### src/rtl/pir_sample_filter_pkg.sv
// pir_pkg: shared constants and FSM state type for the PIR sample filter
// and the downstream motion controller.
//   PIR_SAMPLE_W : sample / threshold width shared with the controller
//   PIR_SAT_MAX  : clamp ceiling for raw PIR readings
//   pf_state_e   : filter FSM states (PF_WARMUP, PF_RUN)
package pir_pkg;

    localparam int unsigned PIR_SAMPLE_W = 7;
    localparam int unsigned PIR_SAT_MAX  = 100;

    typedef enum logic {
        PF_WARMUP = 1'b0,
        PF_RUN    = 1'b1
    } pf_state_e;

endpackage

### src/rtl/pir_sample_filter_if.sv
// pir_sample_filter_if: bundles the filter's control, sample and result
// signals.
//   master : drives enable, sample_valid, raw_1..3; observes results
//   slave  : the filter; consumes samples, drives pir_sensor_1..3,
//            filt_ready and stuck_fault
interface pir_sample_filter_if #(
    parameter int unsigned WIDTH = pir_pkg::PIR_SAMPLE_W
) ();

    logic             enable;
    logic             sample_valid;
    logic [WIDTH-1:0] raw_1;
    logic [WIDTH-1:0] raw_2;
    logic [WIDTH-1:0] raw_3;
    logic [WIDTH-1:0] pir_sensor_1;
    logic [WIDTH-1:0] pir_sensor_2;
    logic [WIDTH-1:0] pir_sensor_3;
    logic             filt_ready;
    logic [2:0]       stuck_fault;

    modport master (
        output enable, sample_valid, raw_1, raw_2, raw_3,
        input  pir_sensor_1, pir_sensor_2, pir_sensor_3, filt_ready, stuck_fault
    );

    modport slave (
        input  enable, sample_valid, raw_1, raw_2, raw_3,
        output pir_sensor_1, pir_sensor_2, pir_sensor_3, filt_ready, stuck_fault
    );

endinterface

### src/rtl/pir_chan_avg.sv
// pir_chan_avg: one PIR channel's conditioning datapath.
//   clk, rst_n  : clock, asynchronous active-low reset
//   clear_i     : synchronous clear of all channel state
//   accept_i    : a sample is taken this cycle
//   load_out_i  : the averaged output register loads on this accept
//   raw_i       : raw reading
//   avg_o       : registered average (0 while stuck)
//   stuck_o     : sticky stuck-sensor flag
module pir_chan_avg
    import pir_pkg::*;
#(
    parameter int unsigned WIDTH       = PIR_SAMPLE_W,
    parameter int unsigned WINDOW_LOG2 = 2,
    parameter int unsigned SAT_MAX     = PIR_SAT_MAX,
    parameter int unsigned STUCK_LIMIT = 64
) (
    input  logic             clk,
    input  logic             rst_n,
    input  logic             clear_i,
    input  logic             accept_i,
    input  logic             load_out_i,
    input  logic [WIDTH-1:0] raw_i,
    output logic [WIDTH-1:0] avg_o,
    output logic             stuck_o
);

    localparam int unsigned DEPTH = 1 << WINDOW_LOG2;
    localparam int unsigned SUM_W = WIDTH + WINDOW_LOG2;
    localparam int unsigned CNT_W = (STUCK_LIMIT > 2) ? $clog2(STUCK_LIMIT) : 1;
    localparam logic [CNT_W-1:0] CNT_MAX = CNT_W'(STUCK_LIMIT - 1);

    // hist_q[0] is the newest sample, hist_q[DEPTH-1] the oldest
    logic [WIDTH-1:0] hist_q [DEPTH];
    logic [WIDTH-1:0] hist_d [DEPTH];
    logic [SUM_W-1:0] sum_q, sum_d;
    logic [WIDTH-1:0] avg_q, avg_d;
    logic [CNT_W-1:0] cnt_q, cnt_d;
    logic             stuck_q, stuck_d;
    // hist_q[0] only counts as a previous sample once one has been taken
    logic             have_prev_q, have_prev_d;

    logic [WIDTH-1:0] clamped;
    logic [SUM_W-1:0] sum_next;

    assign clamped  = (raw_i > WIDTH'(SAT_MAX)) ? WIDTH'(SAT_MAX) : raw_i;
    assign sum_next = sum_q - SUM_W'(hist_q[DEPTH-1]) + SUM_W'(clamped);

    always_comb begin
        hist_d      = hist_q;
        sum_d       = sum_q;
        avg_d       = avg_q;
        cnt_d       = cnt_q;
        stuck_d     = stuck_q;
        have_prev_d = have_prev_q;
        if (clear_i) begin
            for (int i = 0; i < DEPTH; i++) begin
                hist_d[i] = '0;
            end
            sum_d       = '0;
            avg_d       = '0;
            cnt_d       = '0;
            stuck_d     = 1'b0;
            have_prev_d = 1'b0;
        end else if (accept_i) begin
            for (int i = DEPTH - 1; i > 0; i--) begin
                hist_d[i] = hist_q[i-1];
            end
            hist_d[0]   = clamped;
            sum_d       = sum_next;
            have_prev_d = 1'b1;
            if (have_prev_q && (clamped == hist_q[0])) begin
                cnt_d = (cnt_q == CNT_MAX) ? cnt_q : cnt_q + 1'b1;
            end else begin
                cnt_d = '0;
            end
            stuck_d = stuck_q | (cnt_d == CNT_MAX);
            // A flag set on this same edge already blanks the output
            if (load_out_i) begin
                avg_d = stuck_d ? '0 : WIDTH'(sum_next >> WINDOW_LOG2);
            end
        end
    end

    always_ff @(posedge clk or negedge rst_n) begin
        if (!rst_n) begin
            for (int i = 0; i < DEPTH; i++) begin
                hist_q[i] <= '0;
            end
            sum_q       <= '0;
            avg_q       <= '0;
            cnt_q       <= '0;
            stuck_q     <= 1'b0;
            have_prev_q <= 1'b0;
        end else begin
            hist_q      <= hist_d;
            sum_q       <= sum_d;
            avg_q       <= avg_d;
            cnt_q       <= cnt_d;
            stuck_q     <= stuck_d;
            have_prev_q <= have_prev_d;
        end
    end

    assign avg_o   = avg_q;
    assign stuck_o = stuck_q;

endmodule

### src/rtl/pir_sample_filter.sv
// pir_sample_filter: saturating moving-average filter for three PIR
// channels feeding the motion controller.
//   clk, rst_n : clock, asynchronous active-low reset
//   bus        : pir_sample_filter_if slave (enable, sample_valid,
//                raw_1..3 in; pir_sensor_1..3, filt_ready, stuck_fault out)
// The FSM holds outputs at zero until the first full window is in.
module pir_sample_filter
    import pir_pkg::*;
#(
    parameter int unsigned WIDTH       = PIR_SAMPLE_W,
    parameter int unsigned WINDOW_LOG2 = 2,
    parameter int unsigned SAT_MAX     = PIR_SAT_MAX,
    parameter int unsigned STUCK_LIMIT = 64
) (
    input logic                clk,
    input logic                rst_n,
    pir_sample_filter_if.slave bus
);

    localparam int unsigned FILL_W = WINDOW_LOG2 + 1;
    localparam logic [FILL_W-1:0] FILL_LAST = FILL_W'((1 << WINDOW_LOG2) - 1);

    pf_state_e         state_q, state_d;
    logic [FILL_W-1:0] fill_q, fill_d;
    logic              ready_q, ready_d;
    logic              clear;
    logic              accept;
    logic              load_out;

    // enable low wins over any strobe in the same cycle
    assign clear  = ~bus.enable;
    assign accept = bus.enable & bus.sample_valid;

    always_comb begin
        state_d  = state_q;
        fill_d   = fill_q;
        ready_d  = ready_q;
        load_out = 1'b0;
        if (clear) begin
            state_d = PF_WARMUP;
            fill_d  = '0;
            ready_d = 1'b0;
        end else if (accept) begin
            case (state_q)
                PF_WARMUP: begin
                    if (fill_q == FILL_LAST) begin
                        state_d  = PF_RUN;
                        fill_d   = '0;
                        ready_d  = 1'b1;
                        load_out = 1'b1;
                    end else begin
                        fill_d = fill_q + 1'b1;
                    end
                end
                PF_RUN:  load_out = 1'b1;
                default: state_d = PF_WARMUP;
            endcase
        end
    end

    always_ff @(posedge clk or negedge rst_n) begin
        if (!rst_n) begin
            state_q <= PF_WARMUP;
            fill_q  <= '0;
            ready_q <= 1'b0;
        end else begin
            state_q <= state_d;
            fill_q  <= fill_d;
            ready_q <= ready_d;
        end
    end

    logic [2:0] stuck;

    pir_chan_avg #(
        .WIDTH      (WIDTH),
        .WINDOW_LOG2(WINDOW_LOG2),
        .SAT_MAX    (SAT_MAX),
        .STUCK_LIMIT(STUCK_LIMIT)
    ) u_chan_1 (
        .clk       (clk),
        .rst_n     (rst_n),
        .clear_i   (clear),
        .accept_i  (accept),
        .load_out_i(load_out),
        .raw_i     (bus.raw_1),
        .avg_o     (bus.pir_sensor_1),
        .stuck_o   (stuck[0])
    );

    pir_chan_avg #(
        .WIDTH      (WIDTH),
        .WINDOW_LOG2(WINDOW_LOG2),
        .SAT_MAX    (SAT_MAX),
        .STUCK_LIMIT(STUCK_LIMIT)
    ) u_chan_2 (
        .clk       (clk),
        .rst_n     (rst_n),
        .clear_i   (clear),
        .accept_i  (accept),
        .load_out_i(load_out),
        .raw_i     (bus.raw_2),
        .avg_o     (bus.pir_sensor_2),
        .stuck_o   (stuck[1])
    );

    pir_chan_avg #(
        .WIDTH      (WIDTH),
        .WINDOW_LOG2(WINDOW_LOG2),
        .SAT_MAX    (SAT_MAX),
        .STUCK_LIMIT(STUCK_LIMIT)
    ) u_chan_3 (
        .clk       (clk),
        .rst_n     (rst_n),
        .clear_i   (clear),
        .accept_i  (accept),
        .load_out_i(load_out),
        .raw_i     (bus.raw_3),
        .avg_o     (bus.pir_sensor_3),
        .stuck_o   (stuck[2])
    );

    assign bus.filt_ready  = ready_q;
    assign bus.stuck_fault = stuck;

endmodule

### src/flat_wrapper.sv
// flat-port wrapper written by rule: the top's interface ports become plain ports
module pir_sample_filter_flat import pir_pkg::*;
#(
    parameter int unsigned WIDTH       = PIR_SAMPLE_W,
    parameter int unsigned WINDOW_LOG2 = 2,
    parameter int unsigned SAT_MAX     = PIR_SAT_MAX,
    parameter int unsigned STUCK_LIMIT = 64
)
  (clk, rst_n, bus_enable, bus_sample_valid, bus_raw_1, bus_raw_2, bus_raw_3, bus_pir_sensor_1, bus_pir_sensor_2, bus_pir_sensor_3, bus_filt_ready, bus_stuck_fault);
  pir_sample_filter_if #(.WIDTH(WIDTH)) bus_i ();
  input logic clk;
  input logic rst_n;
  input wire logic [$bits(bus_i.enable)-1:0] bus_enable;
  input wire logic [$bits(bus_i.sample_valid)-1:0] bus_sample_valid;
  input wire logic [$bits(bus_i.raw_1)-1:0] bus_raw_1;
  input wire logic [$bits(bus_i.raw_2)-1:0] bus_raw_2;
  input wire logic [$bits(bus_i.raw_3)-1:0] bus_raw_3;
  output wire logic [$bits(bus_i.pir_sensor_1)-1:0] bus_pir_sensor_1;
  output wire logic [$bits(bus_i.pir_sensor_2)-1:0] bus_pir_sensor_2;
  output wire logic [$bits(bus_i.pir_sensor_3)-1:0] bus_pir_sensor_3;
  output wire logic [$bits(bus_i.filt_ready)-1:0] bus_filt_ready;
  output wire logic [$bits(bus_i.stuck_fault)-1:0] bus_stuck_fault;
  assign bus_i.enable = bus_enable;
  assign bus_i.sample_valid = bus_sample_valid;
  assign bus_i.raw_1 = bus_raw_1;
  assign bus_i.raw_2 = bus_raw_2;
  assign bus_i.raw_3 = bus_raw_3;
  assign bus_pir_sensor_1 = bus_i.pir_sensor_1;
  assign bus_pir_sensor_2 = bus_i.pir_sensor_2;
  assign bus_pir_sensor_3 = bus_i.pir_sensor_3;
  assign bus_filt_ready = bus_i.filt_ready;
  assign bus_stuck_fault = bus_i.stuck_fault;
  pir_sample_filter #(.WIDTH(WIDTH), .WINDOW_LOG2(WINDOW_LOG2), .SAT_MAX(SAT_MAX), .STUCK_LIMIT(STUCK_LIMIT)) u_core (.clk(clk), .rst_n(rst_n), .bus(bus_i));
endmodule
### config.mk
export PLATFORM = sky130hd
export DESIGN_NAME = pir_sample_filter_flat
export DESIGN_NICKNAME = d
export VERILOG_FILES = /design/src/rtl/pir_sample_filter_pkg.sv /design/src/rtl/pir_sample_filter_if.sv /design/src/rtl/pir_chan_avg.sv /design/src/rtl/pir_sample_filter.sv /design/src/flat_wrapper.sv
export SDC_FILE = /design/constraint.sdc
export NUM_CORES = 1
export LEC_CHECK = 0
export BUFFER_PORTS_ARGS = -buffer_cell sky130_fd_sc_hd__buf_2
export CAP_MARGIN = 20
export CORE_MARGIN = 2
export CORE_UTILIZATION = 48
export CTS_CLUSTER_DIAMETER = 50
export DETAILED_ROUTE_END_ITERATION = 10
export PLACE_DENSITY = 0.74
export SYNTH_ARGS = -nofsm -noshare
export SYNTH_HDL_FRONTEND = slang
export SYNTH_SLANG_ARGS = --single-unit
### constraint.sdc
create_clock -name clk -period 4.3 [get_ports clk]
set_input_delay 0.86 -clock clk [delete_from_list [all_inputs] [get_ports clk]]
set_output_delay 0.86 -clock clk [all_outputs]
set_load 0.02 [all_outputs]
# Word-level counts from Yosys, hierarchy flattened
# Index checks and enable logic that the tools add are counted.
dict set report totals {
  ff_bits 159
  in_bits 25
  out_inout_bits 25
}
dict set report classes {
  addsub 10
  magnitude_cmp 3
  eq_ne 14
  n_mux 68
  n_bitwise 5
  n_reduce_logical 6
}
# operator count
set op_table {}
lappend op_table {{two-way mux 28 bit} 6}
lappend op_table {{two-way mux 6 bit} 18}
lappend op_table {{two-way mux 7 bit} 15}
lappend op_table {{two-way mux 9 bit} 6}
lappend op_table {{equality test 6 bit, second input constant} 6}
lappend op_table {{adder 9 x 7 -> 9 bit} 3}
lappend op_table {{subtractor 9 x 7 -> 9 bit} 3}
lappend op_table {{equality test 7 bit} 3}
lappend op_table {{> comparator 7 bit, second input constant} 3}
lappend op_table {{adder 6 x 1 -> 6 bit, second input constant} 3}
lappend op_table {{two-way mux 1 bit} 18}
lappend op_table {{two-way mux 3 bit} 4}
lappend op_table {{!= test 2 x 1 -> 1 bit, second input constant} 3}
lappend op_table {{AND reduction 2 bit} 2}
lappend op_table {{adder 3 x 1 -> 3 bit, second input constant} 1}
lappend op_table {{equality test 3 x 2 -> 1 bit, second input constant} 1}
lappend op_table {{logical AND 1 bit} 3}
lappend op_table {{bitwise OR 1 bit} 3}
lappend op_table {{AND reduction 3 bit} 1}
lappend op_table {{!= test 2 bit, second input constant} 1}
lappend op_table {{case mux 1 bit (2 select lines)} 1}
lappend op_table {{bitwise AND 1 bit} 1}
lappend op_table {{NOT 1 bit} 1}

# Logic depth before layout (Yosys ltp)
# Gate-level depths: netlist (run 1).
dict set report logic_depth {
  word_depth 13
  ltp_mapped 14
  depth_no_buf 13
}

# Cells and area by module
# A second synthesis (run 1) with hierarchy kept.
dict set report unflattened {
  cells_unflattened 880
  hier_area_um2 9098.7
}
# module instances cells_each area_per_inst_um2 seq_area_each_um2
set modules_own_cells {}
lappend modules_own_cells {{pir_chan_avg (u_core.u_chan_1)} 1 293 2975.4 1301.2}
lappend modules_own_cells {{pir_chan_avg (u_core.u_chan_2)} 1 279 2945.3 1301.2}
lappend modules_own_cells {{pir_chan_avg (u_core.u_chan_3)} 1 284 2935.3 1301.2}
lappend modules_own_cells {pir_sample_filter 1 24 242.7 125.1}

# Worst setup path before layout (run 1)
# OpenSTA, ideal clock, no wires.
dict set report synth_path {
  path_kind {input to register}
  startpoint {input port bus_raw_1[2]}
  endpoint {register u_core.u_chan_1.sum_q[8]}
  setup_time_ns 0.120
  arrival_time_ns 3.516
  setup_slack_ns 0.663
  stages 10
  n_path_buf 0
  path_cell_list {o311ai_1 > nand2_1 > fa_1 > fa_1 > nand2b_1 > a21oi_1 > a2111oi_0 > a21o_1 > xnor2_1 > o211a_1}
}
dict set report synth_between {
  elab_chain_cells 5
}
# item line_no
set synth_lines {}
lappend synth_lines {{start, declared} flat_wrapper.sv:15} ;# input wire logic [$bits(bus_i.raw_1)-1:0] bus_raw_1;
lappend synth_lines {{> comparator 7 bit} pir_chan_avg.sv:45} ;# assign clamped = (raw_i > WIDTH'(SAT_MAX)) ? WIDTH'(SAT_MAX) : raw_i;
lappend synth_lines {{two-way mux 7 bit *} pir_chan_avg.sv:45}
lappend synth_lines {{adder 9 x 7 -> 9 bit *} pir_chan_avg.sv:46} ;# assign sum_next = sum_q - SUM_W'(hist_q[DEPTH-1]) + SUM_W'(clamped);
lappend synth_lines {{two-way mux 9 bit *} pir_chan_avg.sv:64} ;# end else if (accept_i) begin
lappend synth_lines {{two-way mux 9 bit *} pir_chan_avg.sv:55} ;# if (clear_i) begin
lappend synth_lines {{end signal, assigned} pir_chan_avg.sv:96} ;# sum_q <= sum_d;
lappend synth_lines {{end, declared} pir_chan_avg.sv:35} ;# logic [SUM_W-1:0] sum_q, sum_d;
# Every way passes the cells marked *; elsewhere a longest branch is shown, timed or not. The select of a mux whose other input is x is not followed.
# A chain may end at the register's enable or synchronous reset.

# Worst setup path after layout (run 1)
dict set report layout_path {
  startpoint {input port bus_raw_2[3]}
  endpoint {register u_core.u_chan_2.avg_q[6] (netlist: u_core.u_chan_2.avg_o[6])}
}
dict set report layout_between {
  elab_chain_cells 13
}
# item line_no
set layout_lines {}
lappend layout_lines {{start, declared} flat_wrapper.sv:16} ;# input wire logic [$bits(bus_i.raw_2)-1:0] bus_raw_2;
lappend layout_lines {{> comparator 7 bit} pir_chan_avg.sv:45}
lappend layout_lines {{two-way mux 7 bit *} pir_chan_avg.sv:45}
lappend layout_lines {{equality test 7 bit} pir_chan_avg.sv:71} ;# if (have_prev_q && (clamped == hist_q[0])) begin
lappend layout_lines {{logical AND 1 bit} pir_chan_avg.sv:71}
lappend layout_lines {{two-way mux 6 bit} pir_chan_avg.sv:71}
lappend layout_lines {{two-way mux 6 bit} pir_chan_avg.sv:64}
lappend layout_lines {{two-way mux 6 bit} pir_chan_avg.sv:55}
lappend layout_lines {{equality test 6 bit} pir_chan_avg.sv:76} ;# stuck_d = stuck_q | (cnt_d == CNT_MAX);
lappend layout_lines {{bitwise OR 1 bit} pir_chan_avg.sv:76}
lappend layout_lines {{two-way mux 7 bit *} pir_chan_avg.sv:79} ;# avg_d = stuck_d ? '0 : WIDTH'(sum_next >> WINDOW_LOG2);
lappend layout_lines {{two-way mux 7 bit *} pir_chan_avg.sv:78} ;# if (load_out_i) begin
lappend layout_lines {{two-way mux 7 bit *} pir_chan_avg.sv:64}
lappend layout_lines {{two-way mux 7 bit *} pir_chan_avg.sv:55}
lappend layout_lines {{end signal, assigned} pir_chan_avg.sv:97} ;# avg_q <= avg_d;
lappend layout_lines {{end, declared} pir_chan_avg.sv:36} ;# logic [WIDTH-1:0] avg_q, avg_d;
# Marks and branches as above.

==> impl_results.html, run 1 <==
<table>
<tr><th>Metric</th><th>Value</th></tr>
<tr><th colspan="2">Outcome</th></tr>
<tr><td>Result of the run</td><td>complete, no violations</td></tr>
<tr><th colspan="2">Timing</th></tr>
<tr><td>Final worst path period need</td><td>3592 ps</td></tr>
<tr><td>Worst-case headroom to the max-slew limit</td><td>44.33%</td></tr>
<tr><td>Number of failing hold endpoints at the final stage</td><td>0</td></tr>
<tr><td>Max-slew violation count</td><td>0</td></tr>
<tr><td>Max Freq</td><td>0.2784 GHz</td></tr>
<tr><td>Number of failing setup endpoints in the final timing report</td><td>0</td></tr>
<tr><td>Unrepaired setup endpoints after global routing</td><td>false</td></tr>
<tr><td>Final sum of negative setup slack</td><td>0 ps</td></tr>
<tr><td>Tcrit/Tclk final</td><td>83.54%</td></tr>
<tr><td>Layout Skew</td><td>10.72 ps</td></tr>
<tr><td>Slew at the pin with the worst max-slew slack</td><td>832.0 ps</td></tr>
<tr><th colspan="2">GRT</th></tr>
<tr><td>Total track usage</td><td>19.56%</td></tr>
<tr><td>Pin count of the biggest net entering global routing</td><td>88</td></tr>
<tr><td>Grt ovf</td><td>0</td></tr>
<tr><td>Number of antenna violations at the first check in global routing</td><td>0</td></tr>
<tr><td>Global-route wire length before repair</td><td>31.28 mm</td></tr>
<tr><td>Via count of the first global-routing pass</td><td>6417</td></tr>
<tr><th colspan="2">Clock tree</th></tr>
<tr><td>Number of clock sinks</td><td>159</td></tr>
<tr><td>Root buf cell</td><td>clkbuf_16</td></tr>
<tr><td>Source-to-sink clock delay at the later pin of the worst-skew pair</td><td>430 ps</td></tr>
<tr><td>Number of buffers added for setup after CTS</td><td>0</td></tr>
<tr><td>TritonCTS clock tree</td><td>yes</td></tr>
<tr><td>Count of hold buffers inserted by post-cts repair</td><td>0</td></tr>
<tr><td>Post-cts resize count</td><td>0</td></tr>
<tr><td>Clock-pin slew on the worst setup and hold paths</td><td>60 ps</td></tr>
<tr><td>Worst-case clock buffer depth</td><td>2</td></tr>
<tr><td>Maximum level of the CTS H-tree</td><td>4</td></tr>
<tr><td>Total CTS buffers</td><td>17</td></tr>
<tr><th colspan="2">Floorplanning</th></tr>
<tr><td>Die H</td><td>139.9 microns</td></tr>
<tr><td>Standard-cell rows</td><td>49</td></tr>
<tr><td>Number of top-level pins</td><td>50</td></tr>
<tr><td>Placeable core region</td><td>18020 sq um</td></tr>
<tr><td>Die width</td><td>139.9 microns</td></tr>
<tr><td>Initial cell density of the core</td><td>49.17%</td></tr>
<tr><td>Die outline area</td><td>19570 sq um</td></tr>
<tr><th colspan="2">Finish</th></tr>
<tr><td>Most used cells in the layout excluding fill and tap cells</td><td>dfrtp_1, nor2_1, mux2i_1</td></tr>
<tr><td>Proportion of layout cells with a drive suffix above 1</td><td>11.03%</td></tr>
<tr><td>Final cell utilization of the core</td><td>54.96%</td></tr>
<tr><td>Number of inserted diodes</td><td>0</td></tr>
<tr><td>Net count reported at finish</td><td>998</td></tr>
<tr><td>Leading cell type in the layout, fill and taps excluded</td><td>dfrtp_1</td></tr>
<tr><td>Count of non-filler cells in the finished layout</td><td>1163</td></tr>
<tr><td>Area overhead of the layout relative to synthesis</td><td>11.77%</td></tr>
<tr><th colspan="2">Power</th></tr>
<tr><td>Net switching share of the total power</td><td>31.23%</td></tr>
<tr><td>Int Power</td><td>3.089 mW</td></tr>
<tr><td>Power share of the sequential group</td><td>37.2%</td></tr>
<tr><td>Part of the power in the clock network</td><td>34.8%</td></tr>
<tr><td>Overall Power</td><td>4.492 mW</td></tr>
<tr><td>Standby leakage power</td><td>4.808 nW</td></tr>
<tr><td>Peak supply drop</td><td>0.2472 mV</td></tr>
<tr><td>Logic gate share of total power</td><td>28.0%</td></tr>
<tr><td>Total power per unit cell area</td><td>453.5 nW/um^2</td></tr>
<tr><td>Net Sw Power</td><td>1.403 mW</td></tr>
<tr><th colspan="2">Yosys</th></tr>
<tr><td>Most area-consuming cells after synthesis</td><td>dfrtp_1, mux2i_1, nor2_1, fa_1, ha_1</td></tr>
<tr><td>Fraction of registers with async set/reset</td><td>100.0%</td></tr>
<tr><td>Share of synthesized area occupied by flip-flops and latches</td><td>44.89%</td></tr>
<tr><td>Cell accounting for the most synthesized area</td><td>dfrtp_1</td></tr>
<tr><td>Number of library cell types mapped by synthesis</td><td>63</td></tr>
<tr><td>Flip-flop and latch count after synthesis</td><td>159</td></tr>
<tr><td>Number of nets produced by synthesis</td><td>966</td></tr>
<tr><td>Mapped Area</td><td>8864 sq um</td></tr>
<tr><td>Number of warning messages in the yosys log</td><td>0</td></tr>
<tr><td>Number of instances in the synthesized netlist</td><td>889</td></tr>
<tr><td>Most used flip-flop cell after synthesis</td><td>dfrtp_1</td></tr>
<tr><td>Yosys top cell area share</td><td>44.89%</td></tr>
<tr><td>Post-synth EDFFs</td><td>0</td></tr>
<tr><td>Avg Cell Area, Syn</td><td>9.970 sq um</td></tr>
<tr><th colspan="2">Placed design</th></tr>
<tr><td>Number of buffer cells added on primary ports</td><td>49</td></tr>
<tr><td>Number of cells in the design after placement</td><td>1131</td></tr>
<tr><td>Global placement routability congestion</td><td>0.8691</td></tr>
<tr><td>Placed wire-length estimate</td><td>12.47 mm</td></tr>
<tr><th colspan="2">Detailed routing</th></tr>
<tr><td>Detailed router's first-iteration violation count</td><td>401</td></tr>
<tr><td>Vias/cell</td><td>5.507</td></tr>
<tr><td>Via count</td><td>6405</td></tr>
<tr><td>Detailed-routing iteration count for the pre-antenna-repair pass</td><td>4</td></tr>
<tr><td>Drt drc</td><td>0</td></tr>
<tr><td>Post-detailed-route wirelength per cell</td><td>15.73 microns</td></tr>
<tr><td>Routed Antenna Nets</td><td>0</td></tr>
<tr><td>Total routed wirelength</td><td>18.30 mm</td></tr>
<tr><th colspan="2">Hold path</th></tr>
<tr><td>Path category of the worst min-delay check</td><td>flop to flop</td></tr>
<tr><th colspan="2">Job</th></tr>
<tr><td>Reported max-cap violation count</td><td>0</td></tr>
<tr><th colspan="2">Setup path</th></tr>
<tr><td>Start-to-end type of the worst setup path</td><td>primary input to flop</td></tr>
<tr><td>Endpoint type of the worst setup path</td><td>flop</td></tr>
<tr><td>Maximum fanout along the worst path</td><td>9</td></tr>
<tr><td>Data required, critical path</td><td>4620 ps</td></tr>
<tr><td>Arrival time reported for the critical path endpoint</td><td>3910 ps</td></tr>
<tr><td>Type of origin of the critical path</td><td>primary input</td></tr>
</table>
-- sequential cells by signal, summed over array words and instances, names as in the netlist --
signal                       count
u_core.u_chan_3.avg_o            7
u_core.u_chan_1.sum_q            9
u_core.u_chan_2.hist_q          28
u_core.u_chan_2.sum_q            9
u_core.u_chan_1.stuck_o          1
u_core.u_chan_2.avg_o            7
u_core.u_chan_3.hist_q          28
u_core.u_chan_2.stuck_o          1
u_core.u_chan_1.avg_o            7
u_core.fill_q                    3
u_core.u_chan_1.have_prev_q      1
u_core.u_chan_3.sum_q            9
u_core.u_chan_3.stuck_o          1
u_core.state_q                   1
u_core.u_chan_1.cnt_q            6
u_core.u_chan_2.cnt_q            6
u_core.bus.filt_ready            1
u_core.u_chan_3.cnt_q            6
u_core.u_chan_1.hist_q          28
-- critical path, cell delays in order --
cell and delay (ps):
buf_2 120, o311ai_4 500, nand2_1 150, fa_1 560
fa_1 230, nand2b_1 140, a21oi_1 70, a2111oi_0 660
o2bb2ai_1 210, xnor2_1 110, o41ai_1 290
-- power by group through the flow --
stage               registers [mW]  logic (mW)  clock network, mW
floorplan                     1.68       0.965                  0
detailed placement            1.70        1.25                  0
global placement              1.69        1.22                  0
finish                        1.67        1.26               1.56
global route                  1.68        1.42               1.65
CTS                           1.67        1.26               1.60
-- per-stage QoR --
step	hold slack [ps]	worst slack (ps)	instance area (sq um)
5_1_grt	515.9	542.3	9907
6_report	485.4	708.0	9907
2_1_floorplan	476.1	663.3	8864
3_3_place_gp	463.8	339.1	9295
4_1_cts	486.0	705.3	9907
3_5_place_dp	472.4	234.1	9295
-- Yosys cell counts, types with 5 or more instances --
cell type and count:
dfrtp_1 159, nand2_1 47, nand3_1 33, fa_1 21, nand2b_1 5, a31oi_1 5, and3_1 7, nand3b_1 7
o41ai_1 5, o21ai_0 10, clkbuf_1 31, o211ai_1 5, mux2i_1 94, inv_1 69, xnor2_1 30, a211oi_1 7
a22o_1 21, nor2_1 143, ha_1 31, buf_1 9, o21ai_1 7, or2_2 5, a21o_1 5, a21oi_1 46
nor3_1 9, xor2_1 9, nor2b_1 5
-- area by class of cell --
type / count / area [sq um]
repair buffers: 61 / 347.8
multi-input cells: 613 / 4422
well taps: 229 / 286.5
clock buffers: 24 / 481.7
fillers: 1574 / 8118
flip-flops and latches: 159 / 3979
inverters: 69 / 260.3
clock inverters: 8 / 130.1
-- worst paths after layout --
check	startpoint	to	slack, ps	cells after the start
max	bus_raw_2[3]	u_core.u_chan_2.avg_o[6]$_DFFE_PN0P_	710	11
min	u_core.u_chan_2.avg_o[6]$_DFFE_PN0P_	u_core.u_chan_2.avg_o[6]$_DFFE_PN0P_	490	2
max reg2reg	u_core.u_chan_2.hist_q[4]$_DFFE_PN0P_	u_core.u_chan_2.avg_o[6]$_DFFE_PN0P_	1390	8
min reg2reg	u_core.u_chan_2.avg_o[6]$_DFFE_PN0P_	u_core.u_chan_2.avg_o[6]$_DFFE_PN0P_	490	2
max in group asynchronous	rst_n	u_core.u_chan_3.hist_q[7]$_DFFE_PN0P_	2930	2
min in group asynchronous	rst_n	u_core.u_chan_2.hist_q[7]$_DFFE_PN0P_	500	1
-- metal layers --
layer / global-route usage (%) / routed length, microns
met1: 26.69 / 8656
met2: 31.68 / 8705
met3: 3.453 / 654
met4: 6.895 / 283
met5: 0 / 0
-- cell families (layout without fill, tap and decap cells) --
family          after synthesis  after routing  share of synthesized area (%)
flops                       159            159                          44.89
compound gates              150            150                          12.27
xor+xnor                     39             39                          3.854
mux                          94             94                          10.62
simple gates                278            278                          14.03
fa+ha+maj                    52             52                          9.119
buf+inv                     117            162                          5.223
(Power assumes the default switching activity.)
==> inputs of run 2 (changes only) <==
--- a/config.mk
+++ b/config.mk
@@ -5,13 +5,14 @@
 export SDC_FILE = /design/constraint.sdc
 export NUM_CORES = 1
 export LEC_CHECK = 0
+export ABC_AREA = 1
 export BUFFER_PORTS_ARGS = -buffer_cell sky130_fd_sc_hd__buf_2
 export CAP_MARGIN = 20
 export CORE_MARGIN = 2
 export CORE_UTILIZATION = 48
 export CTS_CLUSTER_DIAMETER = 50
 export DETAILED_ROUTE_END_ITERATION = 10
-export PLACE_DENSITY = 0.74
+export PLACE_DENSITY = 0.77
 export SYNTH_ARGS = -nofsm -noshare
 export SYNTH_HDL_FRONTEND = slang
 export SYNTH_SLANG_ARGS = --single-unit
==> constraint.sdc (replaced) <==
create_clock -name clk -period 3.2 [get_ports clk]
set_input_delay 0.64 -clock clk [delete_from_list [all_inputs] [get_ports clk]]
set_output_delay 0.64 -clock clk [all_outputs]
set_load 0.02 [all_outputs]
==> impl_results.html, run 2 <==
<table>
<tr><th>Metric</th><th>Value</th></tr>
<tr><th colspan="2">Setup path</th></tr>
<tr><td>Cell count of the worst reg-to-reg path</td><td>13 (+5)</td></tr>
<tr><td>Maximum fanout along the worst path</td><td>4 (-5)</td></tr>
<tr><td>Critical R2R Capture</td><td>u_core.u_chan_3.avg_o[3]$_DFFE_PN0P_</td></tr>
<tr><td>Start-to-end type of the worst setup path</td><td>primary input to flop</td></tr>
<tr><td>Worst-path cell chain</td><td>buf_2 -&gt; nor2_2 -&gt; a21oi_2 -&gt; nand2_1 -&gt; nand2_1 -&gt; fa_1 -&gt; fa_1 -&gt; o21ai_0 -&gt; buf_4 -&gt; nand2_1 -&gt; nand2_1 -&gt; nand2_1 -&gt; nand2_1 -&gt; nand2_1 -&gt; nand2_1 -&gt; inv_1 -&gt; nand3_1 -&gt; nand2_1</td></tr>
<tr><td>Longest individual stage delay on the worst path</td><td>530 ps (-130 ps)</td></tr>
<tr><td>Critical Path End</td><td>u_core.u_chan_1.avg_o[4]$_DFFE_PN0P_</td></tr>
<tr><td>Data required, critical path</td><td>3520 ps (-1100 ps)</td></tr>
<tr><td>Endpoint type of the worst setup path</td><td>flop</td></tr>
<tr><td>Dominant cell type by count on the critical path</td><td>nand2_1</td></tr>
<tr><td>Worst Setup SP</td><td>bus_raw_1[3]</td></tr>
<tr><td>Flop-to-flop setup slack</td><td>790 ps (-600 ps)</td></tr>
<tr><td>RR Startpoint</td><td>u_core.u_chan_3.hist_q[1]$_DFFE_PN0P_</td></tr>
<tr><td>Type of origin of the critical path</td><td>primary input</td></tr>
<tr><td>Slowest cell on the critical path</td><td>fa_1</td></tr>
<tr><td>Arrival time reported for the critical path endpoint</td><td>3100 ps (-810 ps)</td></tr>
<tr><th colspan="2">Clock tree</th></tr>
<tr><td>Clock-pin slew on the worst setup and hold paths</td><td>60 ps (about the same)</td></tr>
<tr><td>Worst-case clock buffer depth</td><td>2 (unchanged)</td></tr>
<tr><td>Post-cts resize count</td><td>0 (unchanged)</td></tr>
<tr><td>TritonCTS clock tree</td><td>yes</td></tr>
<tr><td>Number of clock sinks</td><td>159 (unchanged)</td></tr>
<tr><td>Source-to-sink clock delay at the later pin of the worst-skew pair</td><td>430 ps (about the same)</td></tr>
<tr><td>Number of buffers added for setup after CTS</td><td>0 (unchanged)</td></tr>
<tr><td>Root buf cell</td><td>clkbuf_16</td></tr>
<tr><td>Total CTS buffers</td><td>17 (unchanged)</td></tr>
<tr><td>Maximum level of the CTS H-tree</td><td>4 (unchanged)</td></tr>
<tr><td>Count of hold buffers inserted by post-cts repair</td><td>0 (unchanged)</td></tr>
<tr><th colspan="2">GRT</th></tr>
<tr><td>Number of antenna violations at the first check in global routing</td><td>0 (unchanged)</td></tr>
<tr><td>Global-route wire length before repair</td><td>31.46 mm (+0.60%)</td></tr>
<tr><td>Grt ovf</td><td>0 (unchanged)</td></tr>
<tr><td>Via count of the first global-routing pass</td><td>6701 (+4.4%)</td></tr>
<tr><td>Total track usage</td><td>21.14% (+1.6 points)</td></tr>
<tr><td>Pin count of the biggest net entering global routing</td><td>83 (-5.7%)</td></tr>
<tr><th colspan="2">Yosys</th></tr>
<tr><td>Number of nets produced by synthesis</td><td>1060 (+9.7%)</td></tr>
<tr><td>Fraction of registers with async set/reset</td><td>100.0% (unchanged)</td></tr>
<tr><td>Yosys top cell area share</td><td>47.06% (+2.2 points)</td></tr>
<tr><td>Cell accounting for the most synthesized area</td><td>dfrtp_1</td></tr>
<tr><td>Flip-flop and latch count after synthesis</td><td>159 (unchanged)</td></tr>
<tr><td>Most common library cells after synthesis</td><td>nand2_1, inv_1, dfrtp_1, o22ai_1, nand3_1</td></tr>
<tr><td>Most used flip-flop cell after synthesis</td><td>dfrtp_1</td></tr>
<tr><td>Number of library cell types mapped by synthesis</td><td>36 (-43%)</td></tr>
<tr><td>Post-synth EDFFs</td><td>0 (unchanged)</td></tr>
<tr><td>Avg Cell Area, Syn</td><td>8.601 sq um (-14%)</td></tr>
<tr><td>Most area-consuming cells after synthesis</td><td>dfrtp_1, nand2_1, inv_1, o22ai_1, fa_1</td></tr>
<tr><td>Number of warning messages in the yosys log</td><td>0 (unchanged)</td></tr>
<tr><td>Share of synthesized area occupied by flip-flops and latches</td><td>47.06% (+2.2 points)</td></tr>
<tr><td>Cell with the most instances after synthesis</td><td>nand2_1</td></tr>
<tr><td>Number of instances in the synthesized netlist</td><td>983 (+11%)</td></tr>
<tr><td>Mapped Area</td><td>8454 sq um (-4.6%)</td></tr>
<tr><th colspan="2">Detailed routing</th></tr>
<tr><td>Total routed wirelength</td><td>17.96 mm (-1.9%)</td></tr>
<tr><td>Post-detailed-route wirelength per cell</td><td>14.08 microns (-11%)</td></tr>
<tr><td>Detailed router's first-iteration violation count</td><td>429 (+7.0%)</td></tr>
<tr><td>Drt drc</td><td>0 (unchanged)</td></tr>
<tr><td>Detailed-routing iteration count for the pre-antenna-repair pass</td><td>5 (+1)</td></tr>
<tr><td>Vias/cell</td><td>5.245 (-4.8%)</td></tr>
<tr><td>Via count</td><td>6692 (+4.5%)</td></tr>
<tr><td>Routed Antenna Nets</td><td>0 (unchanged)</td></tr>
<tr><th colspan="2">Power</th></tr>
<tr><td>Total power per unit cell area</td><td>688.3 nW/um^2 (+52%)</td></tr>
<tr><td>Peak supply drop</td><td>0.4377 mV (+77%)</td></tr>
<tr><td>Standby leakage power</td><td>4.774 nW (-0.70%)</td></tr>
<tr><th colspan="2">Finish</th></tr>
<tr><td>Final cell utilization of the core</td><td>55.97% (+1.0 points)</td></tr>
<tr><td>Cell area after layout</td><td>9647 sq um (-2.6%)</td></tr>
<tr><td>Proportion of layout cells with a drive suffix above 1</td><td>14.27% (+3.2 points)</td></tr>
<tr><td>Number of inserted diodes</td><td>0 (unchanged)</td></tr>
<tr><td>Leading cell type in the layout, fill and taps excluded</td><td>nand2_1</td></tr>
<tr><td>Most used cells in the layout excluding fill and tap cells</td><td>nand2_1, inv_1, dfrtp_1</td></tr>
<tr><td>Net count reported at finish</td><td>1115 (+12%)</td></tr>
<tr><td>Count of non-filler cells in the finished layout</td><td>1276 (+9.7%)</td></tr>
<tr><td>Largest registers</td><td>u_core.u_chan_1.hist_q: 28 flops, u_core.u_chan_2.hist_q: 28 flops, u_core.u_chan_3.hist_q: 28 flops</td></tr>
<tr><td>Area overhead of the layout relative to synthesis</td><td>14.10%</td></tr>
<tr><th colspan="2">Floorplanning</th></tr>
<tr><td>Die width</td><td>136.7 microns (-2.3%)</td></tr>
<tr><td>Standard-cell rows</td><td>48 (-2.0%)</td></tr>
<tr><td>Number of top-level pins</td><td>50 (unchanged)</td></tr>
<tr><td>Placeable core region</td><td>17240 sq um (-4.4%)</td></tr>
<tr><td>Die outline area</td><td>18690 sq um (-4.5%)</td></tr>
<tr><td>Die H</td><td>136.7 microns (-2.3%)</td></tr>
<tr><td>Initial cell density of the core</td><td>49.05% (-0.12 points)</td></tr>
<tr><th colspan="2">Timing</th></tr>
<tr><td>Final worst setup slack</td><td>422.5 ps (-285.5 ps)</td></tr>
<tr><td>Max-slew violation count</td><td>0 (unchanged)</td></tr>
<tr><td>Final worst path period need</td><td>2777 ps</td></tr>
<tr><td>Number of failing hold endpoints at the final stage</td><td>0 (unchanged)</td></tr>
<tr><td>Max Freq</td><td>0.3600 GHz</td></tr>
<tr><td>Layout Skew</td><td>7.542 ps (-3.183 ps)</td></tr>
<tr><td>Tcrit/Tclk final</td><td>86.80%</td></tr>
<tr><td>Worst-case headroom to the max-slew limit</td><td>47.79% (+3.5 points)</td></tr>
<tr><td>Unrepaired setup endpoints after global routing</td><td>false</td></tr>
<tr><td>Slew at the pin with the worst max-slew slack</td><td>783.2 ps (-48.89 ps)</td></tr>
<tr><td>Number of failing setup endpoints in the final timing report</td><td>0 (unchanged)</td></tr>
<tr><th colspan="2">Placed design</th></tr>
<tr><td>Worst slack at placement</td><td>-10.77 ps (-244.9 ps)</td></tr>
<tr><td>Number of buffer cells added on primary ports</td><td>49 (unchanged)</td></tr>
<tr><td>Global placement routability congestion</td><td>0.9357 (+7.7%)</td></tr>
<tr><td>Placed wire-length estimate</td><td>12.51 mm (+0.31%)</td></tr>
<tr><td>Placed cell areas</td><td>9064 sq um (-2.5%)</td></tr>
<tr><td>Number of cells in the design after placement</td><td>1244 (+10%)</td></tr>
<tr><th colspan="2">Job</th></tr>
<tr><td>Reported max-cap violation count</td><td>0 (unchanged)</td></tr>
<tr><th colspan="2">Outcome</th></tr>
<tr><td>Result of the run</td><td>complete, no violations</td></tr>
<tr><th colspan="2">Hold path</th></tr>
<tr><td>Path category of the worst min-delay check</td><td>primary input to asynchronous set/reset pin</td></tr>
</table>
==> run 2: changes by cell type in the layout (fill, tap and decap cells not counted), moves of 11 or more <==
cell     before  now
o22ai_1       3   80
a21oi_1      46   24
inv_1        68  167
nor2_1      143   27
mux2i_1      94    0
nand2_1      47  213
a22o_1       21    7
o21ai_0      10   42
nand3_1      33   69
xor2_1        9   20
xnor2_1      30    7
==> run 2: layer usage <==
layer | GRT usage, % | vias to the layer above | wire, microns
met2 | 34.64 | 122 | 8747
met3 | 3.407 | 34 | 622
met5 | 0 | - | 0
met4 | 7.813 | 0 | 438
li1 | - | 3303 | -
met1 | 28.41 | 3233 | 8151
==> run 2: final cells by class <==
type	count	area, sq um
clock buffers	19	442.9
clock inverters	13	140.1
fillers	1519	7590
inverters	174	653.1
multi-input cells	612	3674
flip-flops and latches	159	3979
well taps	225	281.5
repair buffers	74	476.7
==> run 2: how the worst min path moves through the flow <==
| stage | from | end | depth (start not counted) |
|---|---|---|---|
| 2_1_floorplan | rst_n | u_core.bus.filt_ready$_DFFE_PN0P_ | 0 |
| 3_3_place_gp | u_core.u_chan_2.avg_o[1]$_DFFE_PN0P_ | u_core.u_chan_2.avg_o[1]$_DFFE_PN0P_ | 2 |
| 3_5_place_dp | u_core.u_chan_1.avg_o[5]$_DFFE_PN0P_ | u_core.u_chan_1.avg_o[5]$_DFFE_PN0P_ | 2 |
| 4_1_cts | rst_n | u_core.u_chan_2.sum_q[1]$_DFFE_PN0P_ | 1 |
| 5_1_grt | rst_n | u_core.u_chan_2.hist_q[17]$_DFFE_PN0P_ | 1 |
| 6_report | rst_n | u_core.u_chan_2.hist_q[15]$_DFFE_PN0P_ | 1 |
==> run 2: through the flow <==
step / power, mW / hold WS, ps / TNS (ps)
final: 6.640 / 258.8 / 0
after global routing: 7.134 / 330.8 / 0
after CTS: 6.681 / 298.0 / 0
after detailed placement: 4.678 / 461.0 / -10.77
after global placement: 4.621 / 460.1 / 0
after floorplan: 4.066 / 344.4 / 0
==> run 2: worst max-delay path: cells and delay by family <==
| kind | cells | cell delay, ps |
|---|---|---|
| AO/OA/AOI/OAI | 2 | 270 |
| adder cells (fa/ha/maj) | 2 | 1010 |
| buffers and inverters | 3 | 310 |
| AND/OR/NAND/NOR | 11 | 870 |
==> run 2: logic make-up after synthesis <==
| logic type | count (synthesis) | share of synthesized area (%) |
|---|---|---|
| buffers and inverters | 212 | 9.634 |
| adder cells (fa/ha/maj) | 52 | 9.560 |
| AO/OA/AOI/OAI | 181 | 12.73 |
| XOR/XNOR | 27 | 2.797 |
| flip-flops | 159 | 47.06 |
| AND/OR/NAND/NOR | 352 | 18.22 |
==> run 2: report_power, final <==
part | total (mW) | switching (mW) | internal [mW]
Clock | 2.00 | 0.827 | 1.17
Sequential | 2.40 | 0.135 | 2.26
Combinational | 2.25 | 1.39 | 0.858
Total | 6.64 | 2.35 | 4.29
==> inputs of run 3 (changes only) <==
--- a/config.mk
+++ b/config.mk
@@ -12,7 +12,7 @@
 export CORE_UTILIZATION = 48
 export CTS_CLUSTER_DIAMETER = 50
 export DETAILED_ROUTE_END_ITERATION = 10
-export PLACE_DENSITY = 0.77
+export PLACE_DENSITY = 0.65
 export SYNTH_ARGS = -nofsm -noshare
 export SYNTH_HDL_FRONTEND = slang
 export SYNTH_SLANG_ARGS = --single-unit
==> impl_results.html, run 3 (synthesis results as in run 2) <==
<table>
<tr><th>Metric</th><th>Value</th></tr>
<tr><th colspan="2">Outcome</th></tr>
<tr><td>Result of the run</td><td>complete, no violations</td></tr>
<tr><th colspan="2">Floorplanning</th></tr>
<tr><td>Die H</td><td>136.7 microns (unchanged)</td></tr>
<tr><td>Standard-cell rows</td><td>48 (unchanged)</td></tr>
<tr><td>Initial cell density of the core</td><td>49.05% (unchanged)</td></tr>
<tr><td>Die width</td><td>136.7 microns (unchanged)</td></tr>
<tr><td>Placeable core region</td><td>17240 sq um (unchanged)</td></tr>
<tr><td>Die outline area</td><td>18690 sq um (unchanged)</td></tr>
<tr><td>Number of top-level pins</td><td>50 (unchanged)</td></tr>
<tr><th colspan="2">Finish</th></tr>
<tr><td>Proportion of layout cells with a drive suffix above 1</td><td>14.77% (+0.50 points)</td></tr>
<tr><td>Net count reported at finish</td><td>1120 (+0.45%)</td></tr>
<tr><td>Most used cells in the layout excluding fill and tap cells</td><td>nand2_1, inv_1, dfrtp_1</td></tr>
<tr><td>Leading cell type in the layout, fill and taps excluded</td><td>nand2_1</td></tr>
<tr><td>Final cell utilization of the core</td><td>56.21% (+0.25 points)</td></tr>
<tr><td>Largest registers</td><td>u_core.u_chan_1.hist_q: 28 flops, u_core.u_chan_2.hist_q: 28 flops, u_core.u_chan_3.hist_q: 28 flops</td></tr>
<tr><td>Fill cell count</td><td>1530 (+0.72%)</td></tr>
<tr><td>Area overhead of the layout relative to synthesis</td><td>14.61%</td></tr>
<tr><td>Combined flip-flop and latch cell area</td><td>3979 sq um (unchanged)</td></tr>
<tr><td>Number of inserted diodes</td><td>0 (unchanged)</td></tr>
<tr><td>Combined area of the multi-input logic cells</td><td>3674 sq um (unchanged)</td></tr>
<tr><th colspan="2">GRT</th></tr>
<tr><td>Pin count of the biggest net entering global routing</td><td>73 (-12%)</td></tr>
<tr><td>Global-route wire length before repair</td><td>31.22 mm (-0.77%)</td></tr>
<tr><td>Grt ovf</td><td>0 (unchanged)</td></tr>
<tr><td>Total track usage</td><td>21.30% (+0.16 points)</td></tr>
<tr><td>Number of antenna violations at the first check in global routing</td><td>0 (unchanged)</td></tr>
<tr><td>Via count of the first global-routing pass</td><td>6265 (-6.5%)</td></tr>
<tr><th colspan="2">Timing</th></tr>
<tr><td>Final sum of negative setup slack</td><td>0 ps (unchanged)</td></tr>
<tr><td>Max Freq</td><td>0.3627 GHz (+0.75%)</td></tr>
<tr><td>Worst-case headroom to the max-slew limit</td><td>49.50% (+1.7 points)</td></tr>
<tr><td>Layout Skew</td><td>9.317 ps (+1.775 ps)</td></tr>
<tr><td>Max-slew violation count</td><td>0 (unchanged)</td></tr>
<tr><td>Final worst setup slack</td><td>443.2 ps (+20.72 ps)</td></tr>
<tr><td>Unrepaired setup endpoints after global routing</td><td>false</td></tr>
<tr><td>Number of failing hold endpoints at the final stage</td><td>0 (unchanged)</td></tr>
<tr><td>Final worst path period need</td><td>2757 ps (-20.73 ps)</td></tr>
<tr><td>Slew at the pin with the worst max-slew slack</td><td>757.4 ps (-25.72 ps)</td></tr>
<tr><td>Number of failing setup endpoints in the final timing report</td><td>0 (unchanged)</td></tr>
<tr><td>Tcrit/Tclk final</td><td>86.15% (-0.65 points)</td></tr>
<tr><th colspan="2">Clock tree</th></tr>
<tr><td>Post-cts resize count</td><td>0 (unchanged)</td></tr>
<tr><td>Worst-case clock buffer depth</td><td>2 (unchanged)</td></tr>
<tr><td>Source-to-sink clock delay at the later pin of the worst-skew pair</td><td>430 ps (about the same)</td></tr>
<tr><td>Maximum level of the CTS H-tree</td><td>4 (unchanged)</td></tr>
<tr><td>TritonCTS clock tree</td><td>yes</td></tr>
<tr><td>Total CTS buffers</td><td>17 (unchanged)</td></tr>
<tr><td>Number of clock sinks</td><td>159 (unchanged)</td></tr>
<tr><td>Clock-pin slew on the worst setup and hold paths</td><td>60 ps (about the same)</td></tr>
<tr><td>Root buf cell</td><td>clkbuf_16</td></tr>
<tr><td>Number of buffers added for setup after CTS</td><td>0 (unchanged)</td></tr>
<tr><td>Count of hold buffers inserted by post-cts repair</td><td>0 (unchanged)</td></tr>
<tr><th colspan="2">Setup path</th></tr>
<tr><td>Start-to-end type of the worst setup path</td><td>primary input to flop</td></tr>
<tr><td>RR Startpoint</td><td>u_core.u_chan_2.hist_q[1]$_DFFE_PN0P_</td></tr>
<tr><td>Cell count of the worst reg-to-reg path</td><td>13 (unchanged)</td></tr>
<tr><td>Critical R2R Capture</td><td>u_core.u_chan_2.avg_o[3]$_DFFE_PN0P_</td></tr>
<tr><td>Flop-to-flop setup slack</td><td>840 ps (+50 ps)</td></tr>
<tr><td>Endpoint type of the worst setup path</td><td>flop</td></tr>
<tr><td>Type of origin of the critical path</td><td>primary input</td></tr>
<tr><td>Data required, critical path</td><td>3510 ps (about the same)</td></tr>
<tr><td>Maximum fanout along the worst path</td><td>4 (unchanged)</td></tr>
<tr><td>Arrival time reported for the critical path endpoint</td><td>3070 ps (-30 ps)</td></tr>
<tr><th colspan="2">Detailed routing</th></tr>
<tr><td>Post-detailed-route wirelength per cell</td><td>14.23 microns (+1.1%)</td></tr>
<tr><td>Detailed router's first-iteration violation count</td><td>357 (-17%)</td></tr>
<tr><td>Via count</td><td>6492 (-3.0%)</td></tr>
<tr><td>Drt drc</td><td>0 (unchanged)</td></tr>
<tr><td>Vias/cell</td><td>5.068 (-3.4%)</td></tr>
<tr><td>Detailed-routing iteration count for the pre-antenna-repair pass</td><td>5 (unchanged)</td></tr>
<tr><td>Total routed wirelength</td><td>18.23 mm (+1.5%)</td></tr>
<tr><td>Routed Antenna Nets</td><td>0 (unchanged)</td></tr>
<tr><th colspan="2">Placed design</th></tr>
<tr><td>Placed wire-length estimate</td><td>12.85 mm (+2.7%)</td></tr>
<tr><td>Worst slack at placement</td><td>-3.863 ps (+6.907 ps)</td></tr>
<tr><td>Global placement routability congestion</td><td>0.8671 (-7.3%)</td></tr>
<tr><td>Number of buffer cells added on primary ports</td><td>49 (unchanged)</td></tr>
<tr><th colspan="2">Power</th></tr>
<tr><td>Peak supply drop</td><td>0.3730 mV (-15%)</td></tr>
<tr><td>Total power per unit cell area</td><td>693.1 nW/um^2 (+0.69%)</td></tr>
<tr><td>Standby leakage power</td><td>4.794 nW (+0.42%)</td></tr>
<tr><th colspan="2">Job</th></tr>
<tr><td>Reported max-cap violation count</td><td>0 (unchanged)</td></tr>
<tr><th colspan="2">Hold path</th></tr>
<tr><td>Path category of the worst min-delay check</td><td>primary input to asynchronous set/reset pin</td></tr>
</table>
## run 3: cell count changes in the layout (fill, tap and decap cells not counted)
cell	before	now
buf_4	22	28
clkinv_2	3	0
clkinvlp_4	4	5
clkbuf_1	1	0
clkinv_4	3	5
buf_12	3	2
inv_8	0	1
## run 3: worst max-delay path by stage
stage / start / end / slack (ps) / cells after the start
after global placement: bus_raw_1[3] / u_core.u_chan_1.avg_o[4]$_DFFE_PN0P_ / 30 / 21
final: bus_raw_1[3] / u_core.u_chan_1.avg_o[3]$_DFFE_PN0P_ / 440 / 18
after CTS: bus_raw_1[3] / u_core.u_chan_1.avg_o[3]$_DFFE_PN0P_ / 450 / 18
after detailed placement: bus_raw_1[3] / u_core.u_chan_1.sum_q[8]$_DFFE_PN0P_ / -4 / 15
after floorplan: bus_raw_1[3] / u_core.u_chan_1.avg_o[4]$_DFFE_PN0P_ / 240 / 16
after global routing: bus_raw_1[0] / u_core.u_chan_1.avg_o[4]$_DFFE_PN0P_ / 110 / 18
## run 3: through the flow
stage | hold WS (ps) | cells | cell area, sq um | total power, mW
after global routing | 256.2 | 1281 | 9689 | 7.242
after CTS | 244.4 | 1281 | 9689 | 6.773
final | 221.5 | 1281 | 9689 | 6.716
after global placement | 458.1 | 1249 | 9089 | 4.675
after floorplan | 344.4 | 983 | 8454 | 4.066
after detailed placement | 461.9 | 1249 | 9089 | 4.708
## run 3: where the power goes
part	total [mW]	leakage (nW)	internal, mW	switching (mW)
Clock	2.04	0.277	1.18	0.860
Combinational	2.27	2.35	0.871	1.40
Sequential	2.41	2.17	2.26	0.146
Total	6.72	4.79	4.31	2.40
## run 3: worst max-delay path, stage by stage
cell	delay, ps
buf_2	110
nor2_2	180
nand2_1	80
nand2_1	120
nand2_1	110
fa_1	600
inv_1	60
ha_1	280
nand3_1	90
nand2_1	110
nand2_1	70
nand2_1	60
a21oi_1	70
or2_2	270
nand2_1	70
inv_1	40
nand3_1	70
nand2_1	50
## run 3: cell type report
class | instances | share of cell area [%]
Clock buffer | 18 | 4.533
Sequential cell | 159 | 41.06
Timing Repair Buffer | 79 | 5.178
Tap cell | 225 | 2.905
Clock inverter | 14 | 1.666
Inverter | 174 | 6.741
Multi-Input combinational cell | 612 | 37.91
## run 3: routing by layer
metal / track usage [%] / part of all wire (%)
met4: 4.688 / 0.75
met1: 32.85 / 53
met5: 0 / 0
met3: 4.185 / 3.4
met2: 30.97 / 43
